$ cat src/rtl/mips_ctrl_pkg.sv
// Shared definitions for the multi-cycle MIPS control FSM: state encoding,
// opcode/funct constants, ALU control codes and datapath mux encodings.
package mips_ctrl_pkg;

    // Controller states; the numeric values are visible on the STATE debug port
    typedef enum logic [3:0] {
        ST_FETCH    = 4'd0,
        ST_DECODE   = 4'd1,
        ST_MEM_ADDR = 4'd2,
        ST_MEM_RD   = 4'd3,
        ST_MEM_WB   = 4'd4,
        ST_MEM_WR   = 4'd5,
        ST_EXEC     = 4'd6,
        ST_ALU_WB   = 4'd7,
        ST_BRANCH   = 4'd8,
        ST_JUMP     = 4'd9,
        ST_ILLEGAL  = 4'd10
    } state_e;

    // Primary opcodes (IR[31:26])
    localparam logic [5:0] OP_ALU = 6'h02;
    localparam logic [5:0] OP_LW  = 6'h23;
    localparam logic [5:0] OP_SW  = 6'h2B;
    localparam logic [5:0] OP_BEQ = 6'h04;
    localparam logic [5:0] OP_J   = 6'h03;

    // Function field values for ALU-class instructions (IR[5:0])
    localparam logic [5:0] FN_NOP = 6'h00;
    localparam logic [5:0] FN_ADD = 6'h20;
    localparam logic [5:0] FN_SUB = 6'h22;
    localparam logic [5:0] FN_AND = 6'h24;
    localparam logic [5:0] FN_OR  = 6'h25;
    localparam logic [5:0] FN_SLT = 6'h2A;

    // ALU operation codes
    localparam logic [3:0] ALU_AND = 4'd0;
    localparam logic [3:0] ALU_OR  = 4'd1;
    localparam logic [3:0] ALU_ADD = 4'd2;
    localparam logic [3:0] ALU_SUB = 4'd6;
    localparam logic [3:0] ALU_SLT = 4'd7;

    // PC source mux encodings
    localparam logic [1:0] PCSRC_ALU    = 2'd0;
    localparam logic [1:0] PCSRC_ALUOUT = 2'd1;
    localparam logic [1:0] PCSRC_JUMP   = 2'd2;

    // ALU B-operand mux encodings
    localparam logic [1:0] SRCB_REG    = 2'd0;
    localparam logic [1:0] SRCB_FOUR   = 2'd1;
    localparam logic [1:0] SRCB_IMM    = 2'd2;
    localparam logic [1:0] SRCB_IMM_SH = 2'd3;

    // Loads and stores share the address-calculation state
    function automatic logic is_mem_op(input logic [5:0] op);
        return (op == OP_LW) || (op == OP_SW);
    endfunction

endpackage

$ cat src/rtl/mips_alu_decode.sv
// Combinational FUNCT decoder: maps the function field of an ALU-class
// instruction to an ALU control code and flags unsupported encodings.
module mips_alu_decode
    import mips_ctrl_pkg::*;
(
    input  logic [5:0] funct_i,
    output logic [3:0] alu_ctrl_o,
    output logic       funct_valid_o
);

    // Map function field to ALU operation; unknown codes are marked invalid
    always_comb begin
        alu_ctrl_o    = ALU_ADD;
        funct_valid_o = 1'b1;
        case (funct_i)
            FN_NOP,
            FN_ADD:  alu_ctrl_o = ALU_ADD;
            FN_SUB:  alu_ctrl_o = ALU_SUB;
            FN_AND:  alu_ctrl_o = ALU_AND;
            FN_OR:   alu_ctrl_o = ALU_OR;
            FN_SLT:  alu_ctrl_o = ALU_SLT;
            default: begin
                alu_ctrl_o    = ALU_ADD;
                funct_valid_o = 1'b0;
            end
        endcase
    end

endmodule

$ cat src/rtl/mips_multicycle_ctrl.sv
// Multi-cycle MIPS control FSM. Sequences fetch/decode/execute through the
// shared-memory datapath and drives every enable and mux select. Outputs are
// decoded from the current state (plus MEM_READY in FETCH, where IR/PC loads
// follow the memory handshake) and are forced to zero while RESET is low.
// Optional macro CTRL_PERF_CNT_EN adds the RETIRED_CNT retirement counter.
module mips_multicycle_ctrl
    import mips_ctrl_pkg::*;
#(
    parameter logic [3:0] RESET_STATE    = 4'd0,
    parameter logic       DECODE_ILLEGAL = 1'b1
) (
    input  logic        CLK,
    input  logic        RESET,
    input  logic [5:0]  OPCODE,
    input  logic [5:0]  FUNCT,
    input  logic        ZERO,
    input  logic        MEM_READY,
    output logic        PC_WRITE,
    output logic        PC_WRITE_COND,
    output logic [1:0]  PC_SOURCE,
    output logic        IORD,
    output logic        MEM_READ,
    output logic        MEM_WRITE,
    output logic        IR_WRITE,
    output logic        REG_DST,
    output logic        MEM_TO_REG,
    output logic        REG_WRITE,
    output logic        ALU_SRC_A,
    output logic [1:0]  ALU_SRC_B,
    output logic [3:0]  ALU_CTRL,
    output logic        ILLEGAL_OP,
    output logic [3:0]  STATE
`ifdef CTRL_PERF_CNT_EN
    ,
    output logic [31:0] RETIRED_CNT
`endif
);

    // Where an undecodable instruction goes after DECODE
    localparam state_e ILLEGAL_DEST = DECODE_ILLEGAL ? ST_ILLEGAL : ST_FETCH;

    state_e      state_q;
    state_e      state_d;

    logic [3:0]  funct_alu_ctrl_s;
    logic        funct_valid_s;

    logic        pc_write_s;
    logic        pc_write_cond_s;
    logic [1:0]  pc_source_s;
    logic        iord_s;
    logic        mem_read_s;
    logic        mem_write_s;
    logic        ir_write_s;
    logic        reg_dst_s;
    logic        mem_to_reg_s;
    logic        reg_write_s;
    logic        alu_src_a_s;
    logic [1:0]  alu_src_b_s;
    logic [3:0]  alu_ctrl_s;
    logic        illegal_op_s;
    logic        retire_s;

    // The branch comparison is resolved in the datapath (PC_WRITE_COND & ZERO)
    logic        unused_s;

    mips_alu_decode u_alu_decode (
        .funct_i       (FUNCT),
        .alu_ctrl_o    (funct_alu_ctrl_s),
        .funct_valid_o (funct_valid_s)
    );

    // State register; reset abandons any instruction in flight
    always_ff @(posedge CLK or negedge RESET) begin
        if (!RESET) begin
            state_q <= state_e'(RESET_STATE);
        end else begin
            state_q <= state_d;
        end
    end

    // Next-state and datapath control decode
    always_comb begin
        state_d         = ST_FETCH;
        pc_write_s      = 1'b0;
        pc_write_cond_s = 1'b0;
        pc_source_s     = PCSRC_ALU;
        iord_s          = 1'b0;
        mem_read_s      = 1'b0;
        mem_write_s     = 1'b0;
        ir_write_s      = 1'b0;
        reg_dst_s       = 1'b0;
        mem_to_reg_s    = 1'b0;
        reg_write_s     = 1'b0;
        alu_src_a_s     = 1'b0;
        alu_src_b_s     = SRCB_REG;
        alu_ctrl_s      = ALU_AND;
        illegal_op_s    = 1'b0;
        retire_s        = 1'b0;

        case (state_q)
            ST_FETCH: begin
                // Read instruction at PC while the ALU forms PC+4; IR and PC
                // load in the cycle the memory reports completion.
                mem_read_s  = 1'b1;
                iord_s      = 1'b0;
                alu_src_a_s = 1'b0;
                alu_src_b_s = SRCB_FOUR;
                alu_ctrl_s  = ALU_ADD;
                pc_source_s = PCSRC_ALU;
                ir_write_s  = MEM_READY;
                pc_write_s  = MEM_READY;
                if (MEM_READY) begin
                    state_d = ST_DECODE;
                end else begin
                    state_d = ST_FETCH;
                end
            end

            ST_DECODE: begin
                // Precompute the branch target speculatively
                alu_src_a_s = 1'b0;
                alu_src_b_s = SRCB_IMM_SH;
                alu_ctrl_s  = ALU_ADD;
                if (is_mem_op(OPCODE)) begin
                    state_d = ST_MEM_ADDR;
                end else begin
                    case (OPCODE)
                        OP_ALU: begin
                            if (funct_valid_s) begin
                                state_d = ST_EXEC;
                            end else begin
                                state_d = ILLEGAL_DEST;
                            end
                        end
                        OP_BEQ:  state_d = ST_BRANCH;
                        OP_J:    state_d = ST_JUMP;
                        default: state_d = ILLEGAL_DEST;
                    endcase
                end
            end

            ST_MEM_ADDR: begin
                alu_src_a_s = 1'b1;
                alu_src_b_s = SRCB_IMM;
                alu_ctrl_s  = ALU_ADD;
                if (OPCODE == OP_LW) begin
                    state_d = ST_MEM_RD;
                end else if (OPCODE == OP_SW) begin
                    state_d = ST_MEM_WR;
                end else begin
                    state_d = ST_FETCH;
                end
            end

            ST_MEM_RD: begin
                // Request held stable until the memory completes
                mem_read_s = 1'b1;
                iord_s     = 1'b1;
                if (MEM_READY) begin
                    state_d = ST_MEM_WB;
                end else begin
                    state_d = ST_MEM_RD;
                end
            end

            ST_MEM_WB: begin
                reg_write_s  = 1'b1;
                mem_to_reg_s = 1'b1;
                reg_dst_s    = 1'b0;
                retire_s     = 1'b1;
                state_d      = ST_FETCH;
            end

            ST_MEM_WR: begin
                mem_write_s = 1'b1;
                iord_s      = 1'b1;
                if (MEM_READY) begin
                    retire_s = 1'b1;
                    state_d  = ST_FETCH;
                end else begin
                    state_d  = ST_MEM_WR;
                end
            end

            ST_EXEC: begin
                alu_src_a_s = 1'b1;
                alu_src_b_s = SRCB_REG;
                alu_ctrl_s  = funct_alu_ctrl_s;
                state_d     = ST_ALU_WB;
            end

            ST_ALU_WB: begin
                reg_write_s  = 1'b1;
                reg_dst_s    = 1'b1;
                mem_to_reg_s = 1'b0;
                retire_s     = 1'b1;
                state_d      = ST_FETCH;
            end

            ST_BRANCH: begin
                // Compare A-B; the datapath qualifies the PC load with ZERO
                alu_src_a_s     = 1'b1;
                alu_src_b_s     = SRCB_REG;
                alu_ctrl_s      = ALU_SUB;
                pc_write_cond_s = 1'b1;
                pc_source_s     = PCSRC_ALUOUT;
                retire_s        = 1'b1;
                state_d         = ST_FETCH;
            end

            ST_JUMP: begin
                pc_write_s  = 1'b1;
                pc_source_s = PCSRC_JUMP;
                retire_s    = 1'b1;
                state_d     = ST_FETCH;
            end

            ST_ILLEGAL: begin
                // Single-cycle trap indication, nothing is written
                illegal_op_s = DECODE_ILLEGAL;
                state_d      = ST_FETCH;
            end

            default: begin
                // Encodings 11..15 cannot be reached; recover quietly
                state_d = ST_FETCH;
            end
        endcase
    end

    // Outputs are held at zero while reset is asserted
    assign PC_WRITE      = RESET & pc_write_s;
    assign PC_WRITE_COND = RESET & pc_write_cond_s;
    assign PC_SOURCE     = RESET ? pc_source_s : 2'b00;
    assign IORD          = RESET & iord_s;
    assign MEM_READ      = RESET & mem_read_s;
    assign MEM_WRITE     = RESET & mem_write_s;
    assign IR_WRITE      = RESET & ir_write_s;
    assign REG_DST       = RESET & reg_dst_s;
    assign MEM_TO_REG    = RESET & mem_to_reg_s;
    assign REG_WRITE     = RESET & reg_write_s;
    assign ALU_SRC_A     = RESET & alu_src_a_s;
    assign ALU_SRC_B     = RESET ? alu_src_b_s : 2'b00;
    assign ALU_CTRL      = RESET ? alu_ctrl_s : 4'b0000;
    assign ILLEGAL_OP    = RESET & illegal_op_s;
    assign STATE         = RESET ? state_q : 4'b0000;

`ifdef CTRL_PERF_CNT_EN
    logic [31:0] retired_cnt_q;
    logic [31:0] retired_cnt_d;

    // Count completed instructions; wraps naturally at 32 bits
    always_comb begin
        if (retire_s) begin
            retired_cnt_d = retired_cnt_q + 32'd1;
        end else begin
            retired_cnt_d = retired_cnt_q;
        end
    end

    // Retirement counter register, cleared by reset
    always_ff @(posedge CLK or negedge RESET) begin
        if (!RESET) begin
            retired_cnt_q <= 32'd0;
        end else begin
            retired_cnt_q <= retired_cnt_d;
        end
    end

    assign RETIRED_CNT = retired_cnt_q;
    assign unused_s    = ZERO;
`else
    assign unused_s    = ZERO ^ retire_s;
`endif

endmodule

$ cat config.mk
export PLATFORM = sky130hd
export DESIGN_NAME = mips_multicycle_ctrl
export DESIGN_NICKNAME = d
export VERILOG_FILES = /design/src/rtl/mips_ctrl_pkg.sv /design/src/rtl/mips_alu_decode.sv /design/src/rtl/mips_multicycle_ctrl.sv
export SDC_FILE = /design/constraint.sdc
export NUM_CORES = 1
export LEC_CHECK = 0
export ABC_AREA = 1
export CAP_MARGIN = 5
export CELL_PAD_IN_SITES_DETAIL_PLACEMENT = 1
export CELL_PAD_IN_SITES_GLOBAL_PLACEMENT = 1
export CORE_MARGIN = 4
export CORE_UTILIZATION = 24
export DETAILED_ROUTE_END_ITERATION = 10
export GPL_ROUTABILITY_DRIVEN = 0
export PLACE_DENSITY_LB_ADDON = 0.15
export REMOVE_ABC_BUFFERS = 1
export SLEW_MARGIN = 10
export SYNTH_ARGS = -nofsm -noshare
export SYNTH_HDL_FRONTEND = slang
export SYNTH_SLANG_ARGS = --single-unit
$ cat constraint.sdc
create_clock -name CLK -period 3.31 [get_ports CLK]
set_input_delay 0.4965 -clock CLK [delete_from_list [all_inputs] [get_ports CLK]]
set_output_delay 0.4965 -clock CLK [all_outputs]
set_load 0.01 [all_outputs]
# Word level (Yosys, flattened, before mapping)
# Cells that the tools add are included.
[classes]
muxes = 29
shift = 0
n_reduce_logical = 9
add_sub_neg = 0
bitwise_logic = 11
div_mod_pow = 0
multipliers = 0
n_lt_le_gt_ge = 0
eq_ne = 20
[ops]
columns = ["operator", "count"]
rows = [
  ["6-bit equality test, second input constant", 7],
  ["4-bit one-hot mux with 3 select lines", 2],
  ["4-bit one-hot mux with 6 select lines", 1],
  ["4-bit by 3-bit equality test with 1-bit output, second input constant", 4],
  ["4-bit two-way mux", 4],
  ["4-bit equality test, second input constant", 3],
  ["6-bit by 2-bit equality test with 1-bit output, second input constant", 2],
  ["1-bit two-way mux", 12],
  ["3-bit two-way mux", 4],
  ["3-bit one-hot mux with 4 select lines", 1],
  ["1-bit bitwise AND", 11],
  ["4-bit by 2-bit equality test with 1-bit output, second input constant", 2],
  ["6-bit by 3-bit equality test with 1-bit output, second input constant", 1],
  ["6-bit logical NOT", 1],
  ["2-bit one-hot mux with 3 select lines", 1],
  ["2-bit OR reduction", 3],
  ["3-bit OR reduction", 2],
  ["6-bit OR reduction", 1],
  ["4-bit by 1-bit equality test with 1-bit output, second input constant", 1],
  ["4-bit logical NOT", 1],
  ["2-bit two-way mux", 2],
  ["2-bit one-hot mux with 2 select lines", 1],
  ["1-bit one-hot mux with 2 select lines", 1],
  ["1-bit logical OR", 1],
]
[word_totals]
latchBits = 0
memories = 0
out_inout_bits = 23
mem_bits_rw = 0
ff_bits = 4
inputBits = 16
word_cells = 70
mem_bits_ro = 0

# Depth between registers and ports, before layout
# Gate-level depths: netlist of run 1.
[depth]
ltp_word = 7
mapped_depth = 7
mapped_depth_nobuf = 7

# Hierarchy
# A second synthesis of run 1 with hierarchy kept.
[unflattened]
cells_unflattened = 133
hier_area_um2 = 669.4
[by_module_without_submodules]
columns = ["module", "area_per_inst_um2", "seq_area_each_um2", "instances", "cells_each"]
rows = [
  ["mips_multicycle_ctrl", 524.3, 100.1, 1, 103],
  ["mips_alu_decode", 145.1, 0.0, 1, 30],
]

# Worst setup path before layout of run 1
# Ideal clock, no wire load.
[synth_path]
path_type = "input-to-output"
start = "input port RESET"
end = "output port ALU_SRC_A"
cell_stages = 6
t_arrival_ns = 1.144
required_time_ns = 2.813
n_path_buf = 0
path_slack_ns = 1.670
cell_sequence = "nand2_1 inv_1 nand2_1 nor2_2 inv_1 o21ai_0"
[synth_between]
elab_chain_len = 1
[synth_lines]
columns = ["item", "line_no", "source"]
rows = [
  ["start: declaration", "mips_multicycle_ctrl.sv:13", "input logic RESET,"],
  ["1-bit bitwise AND", "mips_multicycle_ctrl.sv:243", "assign ALU_SRC_A = RESET & alu_src_a_s;"],
  ["end: declaration", "mips_multicycle_ctrl.sv:28", "output logic ALU_SRC_A,"],
]
# Every way passes these cells.

# Final worst setup path of run 1
# Ends and elaborated chain as after synthesis.

==> results of run 1 <==
==> critical path, cell delays in order <==
cell and delay, ns:
clkdlybuf4s50_1 0.53, nand2_1 0.07, inv_1 0.07, nand2_1 0.12
nor2_2 0.15, inv_1 0.09, o21ai_0 0.08, clkdlybuf4s50_1 0.55
==> worst paths after layout <==
| path | cells past startpoint | slack [ns] | startpoint | endpoint |
|---|---|---|---|---|
| worst max-delay path | 8 | 0.65 | RESET | ALU_SRC_A |
| worst min register to register | 5 | 0.77 | state_q[2] | state_q[3] |
| worst min-delay path | 2 | 0.65 | RESET | state_q[1] |
| min in group CLK | 5 | 0.77 | state_q[2] | state_q[3] |
| max in group asynchronous | 2 | 2.55 | RESET | state_q[3] |
| worst max register to register | 7 | 2.10 | state_q[1] | state_q[2] |
==> layer usage <==
layer / track usage [%] / share of wire [%]
met5: 0 / 0
met3: 0.8715 / 4.0
met1: 14.06 / 41
met4: 7.443 / 1.1
met2: 24.02 / 54
==> cells by family after synthesis <==
kind of cell           after synthesis  share of synthesized area, %
AOI/OAI and AO/OA                    6                         6.163
buffers and inverters               28                         17.89
DFF                                  4                         15.91
other                                1                        0.5958
and+or+nand+nor                     77                         59.44
==> power groups by stage <==
stage               registers [mW]  logic, mW  clock network, mW
floorplan                   0.0881      0.203                  0
global placement            0.0913      0.363                  0
detailed placement          0.0930      0.370                  0
CTS                         0.0925      0.371             0.0606
global route                0.0976      0.404             0.0644
finish                      0.0922      0.364             0.0587
==> cell type report <==
type / count / area (µm²) / area share (%)
clock buffer: 3 / 22.52 / 2.161
inverter: 26 / 97.59 / 9.364
multi-input combinational: 84 / 416.7 / 39.98
sequential: 4 / 100.1 / 9.604
tap: 30 / 37.54 / 3.601
timing repair buffer: 37 / 367.9 / 35.29
==> metrics by stage <==
step | setup slack [ns] | hold slack (ns) | area (µm²) | total power [mW] | utilization (%)
detailed placement | 0.6153 | 0.7699 | 1020 | 0.4631 | 40.79
floorplan | 1.593 | 0.2009 | 614.3 | 0.2907 | -
global route | 0.5152 | 0.6591 | 1042 | 0.5656 | 41.69
CTS | 0.6101 | 0.6536 | 1042 | 0.5246 | 41.69
finish | 0.6513 | 0.6457 | 1042 | 0.5144 | 41.69
global placement | 0.6406 | 0.7497 | 1020 | 0.4539 | 40.79
==> layout by cell type (no fill, tap or decap), drive strengths merged, types with 2 or more instances in the layout <==
cell,Yosys,routed
nor2,30,30
a21oi,2,2
nand4,4,4
nand3b,2,2
clkdlybuf4s50,0,36
nand2,25,25
o21ai,3,3
inv,26,26
dfrtp,4,4
nand3,15,15
clkbuf,0,3
==> impl_results.md, run 1 <==
* Sequential area share after synthesis at 15.90%
* Vias post-DR at 828
* Initial Util at 25.18%
* # nets final at 172
* Worst Path Required at 2.81 ns
* Clock Root Buffer: clkbuf_4
* Die Y-Extent at 59.21 µm
* WS Path Type: in2out
* Final setup skew at 0.004176 ns
* Inst Count DP at 181
* Top cells by count, synth: nor2_1 (24), nand2_1 (22), inv_1 (21), nand3_1 (14), inv_2 (5)
* Port Buffer Count at 36
* Post-DP HPWL at 1.897 mm
* Number of post-CTS setup repair buffers at 0
* Most common cell in the netlist: nor2_1
* Final setup fails at 0
* H-tree depth at 1
* Ports at 39
* Die W at 59.21 µm
* Crit. End Element: primary output
* DRC Markers at 0
* Area share of the largest cell type after synthesis at 15.90%
* Main synth FF type: dfrtp_1
* Biggest register: state_q
* Core ar. at 2500 µm²
* Combinational share of power at 70.7%
* Largest area contributor in the netlist: dfrtp_1
* Vias in the first global route at 867
* Switching Share at 47.48%
* Hold_buf cts at 0
* Synthesized area per cell at 5.425 µm²
* Clock power frac at 11.4%
* Die ar. at 3506 µm²
* Filler Cell Count at 350
* Post-DRT Antenna Nets at 0
* DRT iter0 DRCs at 8
* GRT overflow at 0
* Total CTS buffers at 3
* Distinct cells, synth at 20
* Max rail drop VDD at 216.1 µV
* Setup_tns at 0 ns
* Site Rows at 18
* P_int at 270.2 µW
* Final Non-Filler Cells at 184
* Status: finished, final reports clean
* Tcrit/Tclk final at 80.32%
* Syn Std Cell Area at 629.4 µm²
* Async set-reset flop share out of synthesis at 100.0%
* Vias/cell at 4.500
* Share of cells above drive strength 1 at 13.64%
* Max Cap Violations at 0
* Slew Viols, Final at 0
* Fin. Hold Viols at 0
* Post-synthesis cell count at 116
* FF+latch count, synth at 4
* Area Growth Syn to Fin at 65.61%
* CP max FO at 4
* WL/cell at 11.35 µm
* Worst Path Arrival at 2.16 ns
* Startpoint Class: input port
* CTS tree: done
* # diodes at 0
* Ys Warns at 0
* CTS clk-pin slew, worst paths at 0.04 ns
* Largest net degree at the start of global routing at 8
* Area contributors post-synth: dfrtp_1 (16%), nor2_1 (14%), nand2_1 (13%)
* Clock sinks at 4
* Seq pwr share at 17.9%
* Fin crit period at 2.659 ns
* Clk buf depth at 2
* Post-cts resize count at 0
* Max Freq at 376.1 MHz
* Net switching power of the design at 244.2 µW
* First-pass GRT wire length at 3.512 mm
* Initial antenna violation count at 0
* Post-synth EDFFs at 0
* Number of flip-flops in the largest register at 4
* Clk_lat worst skew at 0.23 ns
* Hold WC Path Type: in2async
* Routed WL at 2.088 mm
* P_leak at 0.5117 nW
* Drt pass-1 iters at 3
* RSZ-0062 raised after global routing: false
* Gr usage total at 12.90%
* Power per Cell Area at 493.5 nW/µm²
* Biggest regs: state_q x4
(Power assumes the default switching activity.)
==> run 2, diff against run 1 <==
- CORE_UTILIZATION: 24 -> 20
- clock period: 3.31 -> 2.27 ns (I/O delays scaled with it)
==> run 2 against run 1 <==
Routed wire length increased by 7.1%; cell count increased by 12%; hold slack got worse by 0.069 ns; global-route usage decreased by 1.5 points; critical path depth decreased by 1.
==> impl_results.md, run 2 (same netlist as run 1, synthesis figures left out) <==
* Status: finished, final reports clean
* First-pass GRT wire length at 3.808 mm
* Reg2reg end: state_q[2]
* Final Non-Filler Cells at 206
* Routed WL at 2.237 mm
* Vias post-DR at 868
* Clk buf depth at 2
* Critical path depth at 7
* Placed Area at 1090 µm²
* Clk_lat worst skew at 0.23 ns
* Worst setup path start: RESET
* Share of cells above drive strength 1 at 19.14%
* Final setup skew at 0.0007921 ns
* Setup_tns at 0 ns
* H-tree depth at 1
* DRC Markers at 0
* Delay-heaviest family, CP: buffers and inverters
* Hold WC Path Type: in2async
* Largest net degree at the start of global routing at 8
* Max Cap Violations at 0
* Biggest register: state_q
* Vias in the first global route at 893
* Initial antenna violation count at 0
* Hold_buf cts at 0
* Initial Util at 20.79%
* WS Path Type: in2out
* Fin. Hold Viols at 0
* Final Power at 756.2 µW
* Filler Cell Count at 396
* Max incr delay on CP at 0.54 ns
* Fin crit period at 2.181 ns
* CTS clk-pin slew, worst paths at 0.04 ns
* Slew Viols, Final at 0
* Worst Path Arrival at 1.84 ns
* Core ar. at 3028 µm²
* Die Y-Extent at 64.10 µm
* Max rail drop VDD at 167.4 µV
* P_leak at 0.7437 nW
* FF-to-FF setup slack at 1.10 ns
* DRT iter0 DRCs at 10
* Final worst slack at 0.08858 ns
* Post-layout instance area at 1144 µm²
* Worst path bufs/invs at 4
* Tcrit/Tclk final at 96.10%
* Clock Root Buffer: clkbuf_4
* Post-DRT Antenna Nets at 0
* Area Growth Syn to Fin at 81.71%
* Power per Cell Area at 661.3 nW/µm²
* Drt pass-1 iters at 4
* Commonest non-fill, non-tap cell in the layout: nor2_1
* Top cell by count, worst path: clkdlybuf4s50_1
* CP max stage cell: clkdlybuf4s50_1
* # nets final at 180
* CP Capture Point: REG_WRITE
* Max Freq at 458.4 MHz
* Place WS at -0.07344 ns
* Post-DP HPWL at 2.014 mm
* Vias/cell at 4.214
* Crit. End Element: primary output
* Die ar. at 4108 µm²
* CTS tree: done
* Startpoint Class: input port
* Biggest regs: state_q x4
* CP max FO at 3
* Total CTS buffers at 3
* Die W at 64.10 µm
* # diodes at 0
* WL/cell at 10.86 µm
* Port Buffer Count at 36
* Inst Count DP at 202
* Clock sinks at 4
* R2R depth at 7
* Most frequent cells in the layout: nor2_1 (23), inv_1 (21), nand2_1 (21), clkdlybuf4s50_1 (21), nand3_1 (14)
* Final setup fails at 0
* Number of flip-flops in the largest register at 4
* Worst-path cell chain: clkdlybuf4s50_1 > nand2_1 > inv_2 > nand2_4 > buf_4 > nor2_1 > clkdlybuf4s50_1
* Crit Reg-Reg Startpoint: state_q[1]
* Ports at 39
* Site Rows at 20
* GRT overflow at 0
* Gr usage total at 11.44%
* Worst Path Required at 1.93 ns
run 2: metal layers:
metal,routed length (µm),part of all wire (%),vias to the layer above,global-route usage (%)
met2,1219,54,23,22.84
li1,-,-,449,-
met4,12,0.54,0,5.277
met1,931,42,394,12.00
met5,0,0,-,0
met3,73,3.3,2,0.5272
run 2: worst min path at each step:
stage	start	to	slack, ns	depth (start not counted)
after detailed placement	state_q[3]	state_q[3]	0.78	5
after global routing	RESET	state_q[2]	0.59	3
final	RESET	state_q[3]	0.58	3
after floorplan	RESET	state_q[0]	0.04	0
after CTS	RESET	state_q[3]	0.58	3
after global placement	state_q[2]	state_q[3]	0.77	5
run 2: power by group:
| part | internal (mW) | switching, mW | leakage (nW) |
|---|---|---|---|
| Clock | 0.0589 | 0.0262 | 0.0138 |
| Sequential | 0.0970 | 0.0399 | 0.0531 |
| Combinational | 0.240 | 0.295 | 0.677 |
run 2: tightest hold or removal path: cells and delay by family:
kind / cells / cell delay, ns
buf+inv: 3 / 0.79
run 2: metrics by stage:
stage	hold slack (ns)	util, %
global route	0.5873	37.77
detailed placement	0.7794	35.99
floorplan	0.04491	-
CTS	0.5829	36.61
global placement	0.7664	35.99
finish	0.5764	37.77
run 2: cell type report:
type / instances / area [µm²] / share of cell area [%]
inverters: 26 / 97.59 / 8.534
well taps: 44 / 55.05 / 4.814
multi-input cells: 84 / 421.7 / 36.87
flip-flops and latches: 4 / 100.1 / 8.753
clock buffers: 3 / 22.52 / 1.969
repair buffers: 45 / 446.7 / 39.06
run 2: what timing repair did:
action                                  CTS  global route
pin swaps                                 0             1
gates resized for setup                   6            11
buffers inserted                          0             1
endpoints found under the setup margin    6            11
cloned                                    0             0
==> run 3, diff against run 2 <==
- SETUP_SLACK_MARGIN: default -> 0.5
- SKIP_LAST_GASP: default -> 1
==> run 3 against run 2 <==
Combinational power rose by 21%; sequential power rose by 8%; count of clock-buffer cells in the layout is the same; core utilization is 1.7 points higher; flip-flop and latch count unchanged; register-to-register slack got worse by 0.08 ns; worst setup slack improved by 0.44 ns.
==> impl_results.md, run 3 (same netlist as run 1, synthesis figures left out) <==
* Status: finished, final reports clean
* Gr usage total at 11.87%
* Commonest non-fill, non-tap cell in the layout: nor2_1
* Worst Path Arrival at 1.40 ns
* Total CTS buffers at 3
* Number of flip-flops in the largest register at 4
* Power per Cell Area at 735.4 nW/µm²
* Biggest register: state_q
* CTS tree: done
* Worst setup path start: FUNCT[0]
* Max incr delay on CP at 0.54 ns
* Hold WC Path Type: in2async
* Crit Reg-Reg Startpoint: state_q[1]
* Die Y-Extent at 64.10 µm
* Final setup fails at 0
* Max Freq at 573.5 MHz
* Clk_lat worst skew at 0.23 ns
* Vias in the first global route at 945
* Vias post-DR at 912
* Share of cells above drive strength 1 at 41.04%
* Filler Cell Count at 414
* Most frequent cells in the layout: nor2_1 (21), buf_4 (20), nand2_1 (19), inv_1 (17), nand3_1 (12)
* Biggest regs: state_q x4
* Fin. Hold Viols at 0
* Area Growth Syn to Fin at 89.66%
* Initial Util at 20.79%
* Final setup skew at 0.001106 ns
* Worst Path Required at 1.93 ns
* WS Path Type: in2out
* Max rail drop VDD at 183.7 µV
* Clk buf depth at 2
* CP max stage cell: clkdlybuf4s50_1
* Post-DRT Antenna Nets at 0
* Die ar. at 4108 µm²
* GRT overflow at 0
* Core ar. at 3028 µm²
* WL/cell at 11.26 µm
* Multi-input logic area at 471.7 µm²
* Fin crit period at 1.744 ns
* Largest net degree at the start of global routing at 8
* DRT iter0 DRCs at 13
* # nets final at 191
* Die W at 64.10 µm
* Tcrit/Tclk final at 76.81%
* DRC Markers at 0
* Vias/cell at 4.203
* Max Cap Violations at 0
* Post-DP HPWL at 2.014 mm
* Startpoint Class: input port
* H-tree depth at 1
* P_leak at 0.6881 nW
* Drt pass-1 iters at 4
* CP max FO at 3
* Initial antenna violation count at 0
* Routed WL at 2.443 mm
* Ports at 39
* Site Rows at 20
* Port Buffer Count at 36
* RSZ-0062 raised after global routing: true
* Crit. End Element: primary output
* Clock Root Buffer: clkbuf_4
* First-pass GRT wire length at 3.939 mm
* Setup_tns at 0 ns
* Reg area at 105.1 µm²
* # diodes at 0
* Clock sinks at 4
* Final Power at 877.9 µW
* CTS clk-pin slew, worst paths at 0.04 ns
* Slew Viols, Final at 0
* Worst-path cell chain: clkdlybuf4s50_1 > nand4_1 > nand3b_1 > o21ai_2 > buf_2
## run 3: cell count changes in the layout (fill, tap and decap cells not counted), sizes merged
cell,before,now
clkbuf,3,12
dlygate4sd2,5,9
clkdlybuf4s50,21,11
dlymetal6s2s,10,2
buf,9,25
## run 3: routing by layer
layer	part of all wire (%)	GRT usage, %
met5	0	0
met3	3.7	0.8787
met2	55	23.61
met1	40	12.00
met4	1.3	6.332
## run 3: cell type report
cell class | count | share of cell area (%)
Tap cell | 44 | 4.612
Inverter | 26 | 8.805
Timing Repair Buffer | 56 | 36.37
Multi-Input combinational cell | 84 | 39.52
Clock buffer | 3 | 1.887
Sequential cell | 4 | 8.805
## run 3: worst paths after layout
path                               end  slack, ns  cells after the start
max in group asynchronous   state_q[1]       1.80                      3
hold / removal              state_q[3]       0.34                      3
hold reg to reg             state_q[3]       0.76                      5
min in group CLK            state_q[3]       0.65                      4
setup reg to reg            state_q[2]       1.02                      7
setup / recovery           ALU_CTRL[0]       0.53                      5
## run 3: stage by stage
step | setup WS (ns) | hold WS, ns | std cells | instance area [µm²] | utilization [%]
5_1_grt | 0.4340 | 0.3737 | 217 | 1194 | 39.42
3_5_place_dp | -0.07344 | 0.7794 | 202 | 1090 | 35.99
2_1_floorplan | 0.8199 | 0.04491 | 114 | 614.3 | -
4_1_cts | 0.3042 | 0.3137 | 214 | 1180 | 38.97
3_3_place_gp | -0.02537 | 0.7664 | 202 | 1090 | 35.99
6_report | 0.5264 | 0.3419 | 217 | 1194 | 39.42
## run 3: power breakdown
group | switching (mW) | internal [mW] | leakage [nW]
sequential | 0.0461 | 0.102 | 0.0473
clock | 0.0263 | 0.0590 | 0.0138
combinational | 0.351 | 0.294 | 0.627
total | 0.423 | 0.455 | 0.688
## run 3: worst max-delay path, delay by kind of cell
| family | cells | cell delay, ns |
|---|---|---|
| AOI/OAI and AO/OA | 1 | 0.06 |
| and+or+nand+nor | 2 | 0.33 |
| buffers and inverters | 2 | 0.67 |
## run 3: repair_timing
action,in CTS,in global routing
hold buffers,0,0
gates resized for setup,49,35
pin swaps,5,3
setup endpoints to repair,22,16
cloned,0,0
buffers inserted,9,3
